<file path="src/rtl/bp_pkg.sv">
// Shared types and counter helpers for the branch predictor.
// Tags are stored zero-extended to TAG_W_MAX so the entry type stays parameter-free.
package bp_pkg;

    localparam int TAG_W_MAX = 24;

    localparam logic [1:0] CTR_SNT = 2'b00;
    localparam logic [1:0] CTR_WNT = 2'b01;
    localparam logic [1:0] CTR_WT  = 2'b10;
    localparam logic [1:0] CTR_ST  = 2'b11;

    typedef struct packed {
        logic                 valid;
        logic [TAG_W_MAX-1:0] tag;
        logic [31:0]          target;
        logic [1:0]           ctr;
    } btb_entry_t;

    function automatic logic [1:0] sat_inc(input logic [1:0] c);
        return (c == CTR_ST) ? CTR_ST : c + 2'd1;
    endfunction

    function automatic logic [1:0] sat_dec(input logic [1:0] c);
        return (c == CTR_SNT) ? CTR_SNT : c - 2'd1;
    endfunction

endpackage

</file>
<file path="src/rtl/bp_sat_counter.sv">
// Next-state function of a 2-bit saturating direction counter.
module bp_sat_counter
    import bp_pkg::*;
(
    input  logic [1:0] i_ctr,
    input  logic       i_taken,
    output logic [1:0] o_ctr
);

    assign o_ctr = i_taken ? sat_inc(i_ctr) : sat_dec(i_ctr);

endmodule

</file>
<file path="src/rtl/branch_predictor.sv">
// Direct-mapped BTB with 2-bit counters: same-cycle lookup for IF,
// learning and mispredict/redirect from branches resolved in EX.
module branch_predictor
    import bp_pkg::*;
#(
    parameter int IDX_W         = 6,
    parameter int TAG_W         = 8,
    parameter int RESET_PC_STEP = 4
) (
    input  logic        i_clk,
    input  logic        i_reset,
    input  logic [31:0] i_if_pc,
    output logic        o_pred_taken,
    output logic [31:0] o_pred_target,
    input  logic        i_ex_valid,
    input  logic        i_ex_is_br,
    input  logic        i_ex_is_jal,
    input  logic [31:0] i_ex_pc,
    input  logic        i_ex_taken,
    input  logic [31:0] i_ex_target,
    input  logic        i_ex_pred_taken,
    input  logic [31:0] i_ex_pred_target,
    output logic        o_mispredict,
    output logic [31:0] o_redirect_pc
);

    localparam int ENTRIES = 1 << IDX_W;

    btb_entry_t r_btb [ENTRIES];

    logic [IDX_W-1:0]     w_if_idx, w_ex_idx;
    logic [TAG_W_MAX-1:0] w_if_tag, w_ex_tag;
    btb_entry_t           w_if_ent;
    logic                 w_if_hit, w_ex_hit;
    logic                 w_res, w_taken;
    logic [1:0]           w_ctr_nxt;
    logic                 w_unused;

    assign w_if_idx = i_if_pc[IDX_W+1:2];
    assign w_if_tag = TAG_W_MAX'(i_if_pc[IDX_W+TAG_W+1:IDX_W+2]);
    assign w_ex_idx = i_ex_pc[IDX_W+1:2];
    assign w_ex_tag = TAG_W_MAX'(i_ex_pc[IDX_W+TAG_W+1:IDX_W+2]);
    assign w_unused = ^{i_if_pc[1:0], i_if_pc[31:IDX_W+TAG_W+2]};

    // Lookup reads the registered table only, so an update in flight is not bypassed
    assign w_if_ent      = r_btb[w_if_idx];
    assign w_if_hit      = w_if_ent.valid && (w_if_ent.tag == w_if_tag);
    assign o_pred_taken  = !i_reset && w_if_hit && w_if_ent.ctr[1];
    assign o_pred_target = o_pred_taken ? w_if_ent.target : 32'd0;

    assign w_res        = i_ex_valid && (i_ex_is_br || i_ex_is_jal);
    assign o_mispredict = !i_reset && w_res &&
                          ((i_ex_taken != i_ex_pred_taken) ||
                           (i_ex_taken && (i_ex_target != i_ex_pred_target)));
    assign o_redirect_pc = !o_mispredict ? 32'd0 :
                           i_ex_taken    ? i_ex_target :
                                           i_ex_pc + 32'(RESET_PC_STEP);

    // A JAL trains as taken even if the outcome bit was left low
    assign w_taken  = i_ex_taken || i_ex_is_jal;
    assign w_ex_hit = r_btb[w_ex_idx].valid && (r_btb[w_ex_idx].tag == w_ex_tag);

    bp_sat_counter u_ctr (
        .i_ctr   (r_btb[w_ex_idx].ctr),
        .i_taken (w_taken),
        .o_ctr   (w_ctr_nxt)
    );

    always_ff @(posedge i_clk) begin
        if (i_reset) begin
            for (int i = 0; i < ENTRIES; i++) begin
                r_btb[i] <= '{valid: 1'b0, tag: '0, target: 32'd0, ctr: CTR_WNT};
            end
        end else if (w_res) begin
            if (w_ex_hit) begin
                r_btb[w_ex_idx].ctr <= w_ctr_nxt;
                if (w_taken) r_btb[w_ex_idx].target <= i_ex_target;
            end else if (w_taken) begin
                r_btb[w_ex_idx] <= '{valid:  1'b1,
                                     tag:    w_ex_tag,
                                     target: i_ex_target,
                                     ctr:    i_ex_is_jal ? CTR_ST : CTR_WT};
            end
        end
    end

endmodule

</file>
<file path="config.mk">
export PLATFORM = sky130hd
export DESIGN_NAME = branch_predictor
export DESIGN_NICKNAME = d
export VERILOG_FILES = /design/src/rtl/bp_pkg.sv /design/src/rtl/bp_sat_counter.sv /design/src/rtl/branch_predictor.sv
export SDC_FILE = /design/constraint.sdc
export NUM_CORES = 2
export LEC_CHECK = 0
export BUFFER_PORTS_ARGS = -buffer_cell sky130_fd_sc_hd__buf_2
export CORE_MARGIN = 3
export CORE_UTILIZATION = 60
export CTS_CLUSTER_SIZE = 40
export DETAILED_ROUTE_END_ITERATION = 8
export PLACE_DENSITY_LB_ADDON = 0.15
export SLEW_MARGIN = 20
export SYNTH_ARGS = -nofsm -noshare
export SYNTH_HDL_FRONTEND = slang
export SYNTH_SLANG_ARGS = --single-unit
</file>
<file path="constraint.sdc">
create_clock -name i_clk -period 9.05 [get_ports i_clk]
set_input_delay 0.4525 -clock i_clk [delete_from_list [all_inputs] [get_ports i_clk]]
set_output_delay 0.4525 -clock i_clk [all_outputs]
set_load 0.02 [all_outputs]
</file>
==> impl_summary.md <==
Final layout
The number of flip-flops under the largest register name is 2,752. After the last flow step, the layout net total stands at 8,581. The proportion of layout cells with a drive suffix above 1 is 24.7%.

The multi-input gate area in the final layout is 48,100 um2. The register ranked first by flip-flop count is r_btb. The layout filler cell count is 14,900. The non-filler instance count after layout is between 10,000 and 15,000. The post-route core utilization is 66.5%. The largest registers in the layout are r_btb (2752). The post-synthesis to final-layout area growth is 9.97%.

The area taken by flip-flops and latches is 82,000 um2.

Critical path
The setup path with the least slack is of type in2out. In this run the critical register-to-register path is captured at r_btb[43][0]. Walking the worst path, the cells encountered are buf_8, buf_4, mux4_2, mux4_2, mux4_2, xnor2_1, o211ai_1, nor4_4, buf_4, nand2_2, a211oi_1, buf_2.

Counting both buffers and inverters, the worst setup path holds a total of 4. The capture point of the worst path is o_pred_target[2]. The gate family responsible for the most delay along the worst path is buffers and inverters. The critical path's slowest cell is sky130_fd_sc_hd__buf_4.

The launch point of the critical path is i_if_pc[3]. The worst flop-to-flop path startpoint is r_btb[14][40]. At the worst endpoint, the required time is 8.60 ns. The largest single stage delay on the critical path is about 0.75 ns. The number of cells on the critical path is 12. The most used cell along the critical path is sky130_fd_sc_hd__mux4_2. The worst setup path is launched from an input pin. STA puts the critical path data arrival time at 5.67 ns.

The worst-case register-to-register setup slack is 3.89 ns. The worst setup path is captured at a primary output. The largest fanout on the critical path is slightly below 90. Counting cells, the worst reg-to-reg path comes to 11.

Pwr
In this run the static leakage power is around 52 nW. The power density over cell area is around 200 nW/um2. The worst-case IR drop observed on VDD is 0.215 mV.

GRT
The first global-routing pass estimated 600 mm of wire. The number of antenna violations at the first check in global routing is 45. The largest net degree at the start of global routing is 280.

The via count of the first global-routing pass is roughly 81,000. For this run the aggregate overflow at the end of global routing stands at 0. The global routing usage summed across all routing layers is between 30% and 40%.

STA
Setup violations remaining at the end of the flow were counted as 0. The ratio of final minimum period to clock period is between 60% and 70%. The final number of hold-violating endpoints was 0. The highest clock frequency the design can meet is about 160 MHz. The clock tree skew after final layout is 0.0456 ns.

Setup repair after global routing left no endpoint under its margin. The least setup slack across all paths after layout is 2.93 ns. The shortest clock period the worst path allows after layout is just over 6 ns. Setup total negative slack on the finished layout was measured at 0 ns. The slew at the pin closest to its max-slew limit is 1.28 ns.

Measured against its own limit, the worst slew margin works out to 13.8%. The final-report max-slew violation count is 0.

Floorplan
The die is around 480 um tall. Measured along the x axis, the die boundary spans between 400 and 500 um. During I/O placement, the number of pins put on the boundary was 201.

In this run the standard cell core region covers 220,000 um2. The floorplan step defined a die boundary enclosing 227,000 um2. After floorplanning, the core was divided into 172 placement rows. The initial cell density of the core is 60.4%.

Logic synthesis
The number of synthesized flops with an enable pin is 2,688. The net count after synthesis is a little under 9,000. After synthesis, the mean cell area works out to 15.3 um2. The synthesized design contains 2,752 register bits. Sequential cells were found to cover approximately 62% of the synthesized design area.

The most frequently used cell type in the post-synthesis netlist is sky130_fd_sc_hd__edfxtp_1. The area fraction in compound gates after synthesis is 3.31%. The area share of xor/xnor cells in the synthesized design is 0.461%. The post-synthesis instance area is 133,000 um2. The gate count after technology mapping is 8,691. The commonest cells after synthesis are sky130_fd_sc_hd__edfxtp_1 (2,688), sky130_fd_sc_hd__and2_1 (2,024), sky130_fd_sc_hd__mux4_2 (946), sky130_fd_sc_hd__clkbuf_1 (832), sky130_fd_sc_hd__and3_1 (574). The synthesis warning total is 0.

Of all flip-flops after synthesis, the portion carrying an async set or reset was 0%. The library cell with the largest summed area after synthesis is sky130_fd_sc_hd__edfxtp_1. The most used flip-flop cell after synthesis is sky130_fd_sc_hd__edfxtp_1. The synthesized-area fraction occupied by and/or/nand/nor cells is between 10% and 20%. After Yosys synthesis, full adders, half adders and majority gates account for less than 1% of the synthesized area.

The area share of the largest cell type after synthesis is 60.7%. After synthesis, the largest family of logic cells by area is multiplexers. Of the post-synthesis cell area, the part taken by muxes is 17.0%. Yosys attributes the largest share of cell area to sky130_fd_sc_hd__edfxtp_1 (61%), sky130_fd_sc_hd__mux4_2 (16%), sky130_fd_sc_hd__and2_1 (9.5%). The number of distinct library cells after synthesis is 81.

Placement
Detailed placement finished with a half-perimeter wire length of 246 mm. The instance count after placement with tap cells included is 11,100. The placement-stage worst setup slack is slightly below 3 ns. The count of buffers added on input and output ports is approximately 180.

Routability-driven placement finished with a final weighted congestion of 0.988.

CTS
The worst-case clock buffer depth is 4. The clock tree from TritonCTS is yes. The clock tree root buffer cell is sky130_fd_sc_hd__clkbuf_16. For this design, the CTS-stage hold fixing added 4 buffers. The clock net in this run drives a total of 2,752 sinks. The total clock buffers created by CTS is 306. Post-CTS repair changed the size of 0 cells. The CTS clock-pin slew for the worst setup and hold paths is 0.06 ns. At the later pin of the worst-skew pair, clock insertion delay measures 0.94 ns.

The H-tree was split into 5 levels. Buffers added to address setup during post-CTS repair amount to 0.

Route
After detailed routing, the total wire length is 426 mm. In the final routed layout, each cell accounts on average for 36.4 um. The total DRC errors in the routed layout is 0. Once detail routing completed, the nets flagged for antenna violations numbered 0. The total via count after detailed routing is between 80,000 and 90,000. The ratio of routed vias to standard cells is 7.01.

For this run, the detailed router's first-pass iteration total came to 6. The violation count after the first detailed-route iteration is about 14,000.

Run status
The flow ran to the end, and the final reports show no timing, DRC or antenna violations.

Run
The tool flagged a number of max-cap violations equal to 0.

Hold path
The classification of the worst-slack hold path is in2reg. Counting instances, the worst hold path has a depth of 3.
## cells in the final DEF, fill, tap and decap left out, types with 72 or more instances in the layout
cell type	n
sky130_fd_sc_hd__edfxtp_1	2688
sky130_fd_sc_hd__and2_1	2024
sky130_fd_sc_hd__mux4_2	946
sky130_fd_sc_hd__and3_1	573
sky130_fd_sc_hd__clkbuf_16	314
sky130_fd_sc_hd__buf_4	268
sky130_fd_sc_hd__buf_2	172
sky130_fd_sc_hd__mux2i_1	106
sky130_fd_sc_hd__nand2_1	97
sky130_fd_sc_hd__nor2_1	95
sky130_fd_sc_hd__diode_2	90
sky130_fd_sc_hd__a21o_1	87
sky130_fd_sc_hd__a31o_2	84
sky130_fd_sc_hd__clkbuf_1	79
sky130_fd_sc_hd__a22oi_1	75
sky130_fd_sc_hd__nor3_1	72
## worst reg2reg max path: stages, from the launching register on
cell and delay [ns]:
sky130_fd_sc_hd__edfxtp_1 0.39, sky130_fd_sc_hd__mux4_2 0.49, sky130_fd_sc_hd__mux2i_1 0.65, sky130_fd_sc_hd__o22ai_1 0.20
sky130_fd_sc_hd__or3_1 0.35, sky130_fd_sc_hd__a222oi_1 0.38, sky130_fd_sc_hd__a32o_1 0.31, sky130_fd_sc_hd__and4_2 0.75
sky130_fd_sc_hd__buf_4 0.53, sky130_fd_sc_hd__a21oi_4 0.09, sky130_fd_sc_hd__buf_4 0.37, sky130_fd_sc_hd__a31o_2 0.40
## report_power, final
group | total, W | leakage (nW) | switching (W) | internal [W]
combinational | 0.00273 | 21.7 | 0.00173 | 0.00100
sequential | 0.0148 | 26.1 | 0.000215 | 0.0146
clock | 0.0116 | 4.41 | 0.00493 | 0.00666
## routing by layer
metal	track usage, %	share of wire, %	vias up
met5	0	0.019	-
met3	11.1	14	1155
met2	56.0	45	6344
met1	49.2	34	42000
met4	21.8	6.8	12
li1	-	-	32600
## final cells by class
cell class / instances / area share, %
Sequential cell: 2752 / 56.0
Multi-Input combinational cell: 4907 / 32.8
Clock buffer: 397 / 5.61
Tap cell: 2958 / 2.53
Timing Repair Buffer: 463 / 2.22
Clock inverter: 119 / 0.552
Antenna cell: 90 / 0.154
Inverter: 15 / 0.0436
## worst min path at each step
| stage | startpoint | endpoint | slack [ns] |
|---|---|---|---|
| finish | i_ex_target[1] | r_btb[58][3] | 0.15 |
| global placement | r_btb[63][42] | r_btb[63][42] | 0.46 |
| CTS | i_ex_target[1] | r_btb[58][3] | 0.09 |
| floorplan | r_btb[56][42] | r_btb[56][42] | 0.44 |
| global route | i_ex_target[1] | r_btb[62][3] | 0.15 |
| detailed placement | r_btb[61][42] | r_btb[61][42] | 0.47 |
## through the flow
stage	area [um2]	hold WS (ns)	total power, W
2_1_floorplan	133000	0.441	0.0166
3_3_place_gp	137000	0.465	0.0177
3_5_place_dp	137000	0.468	0.0177
4_1_cts	146000	0.0929	0.0291
5_1_grt	146000	0.146	0.0298
6_report	146000	0.155	0.0291
## logic make-up after synthesis
kind of cell	Yosys count
DFF	2752
AOI/OAI and AO/OA	589
buffers and inverters	1032
muxes	1066
xor gates and xnor gates	70
adders and majority gates	1
and+or+nand+nor	3181
Note: power is estimated with default switching activity, not from simulation.
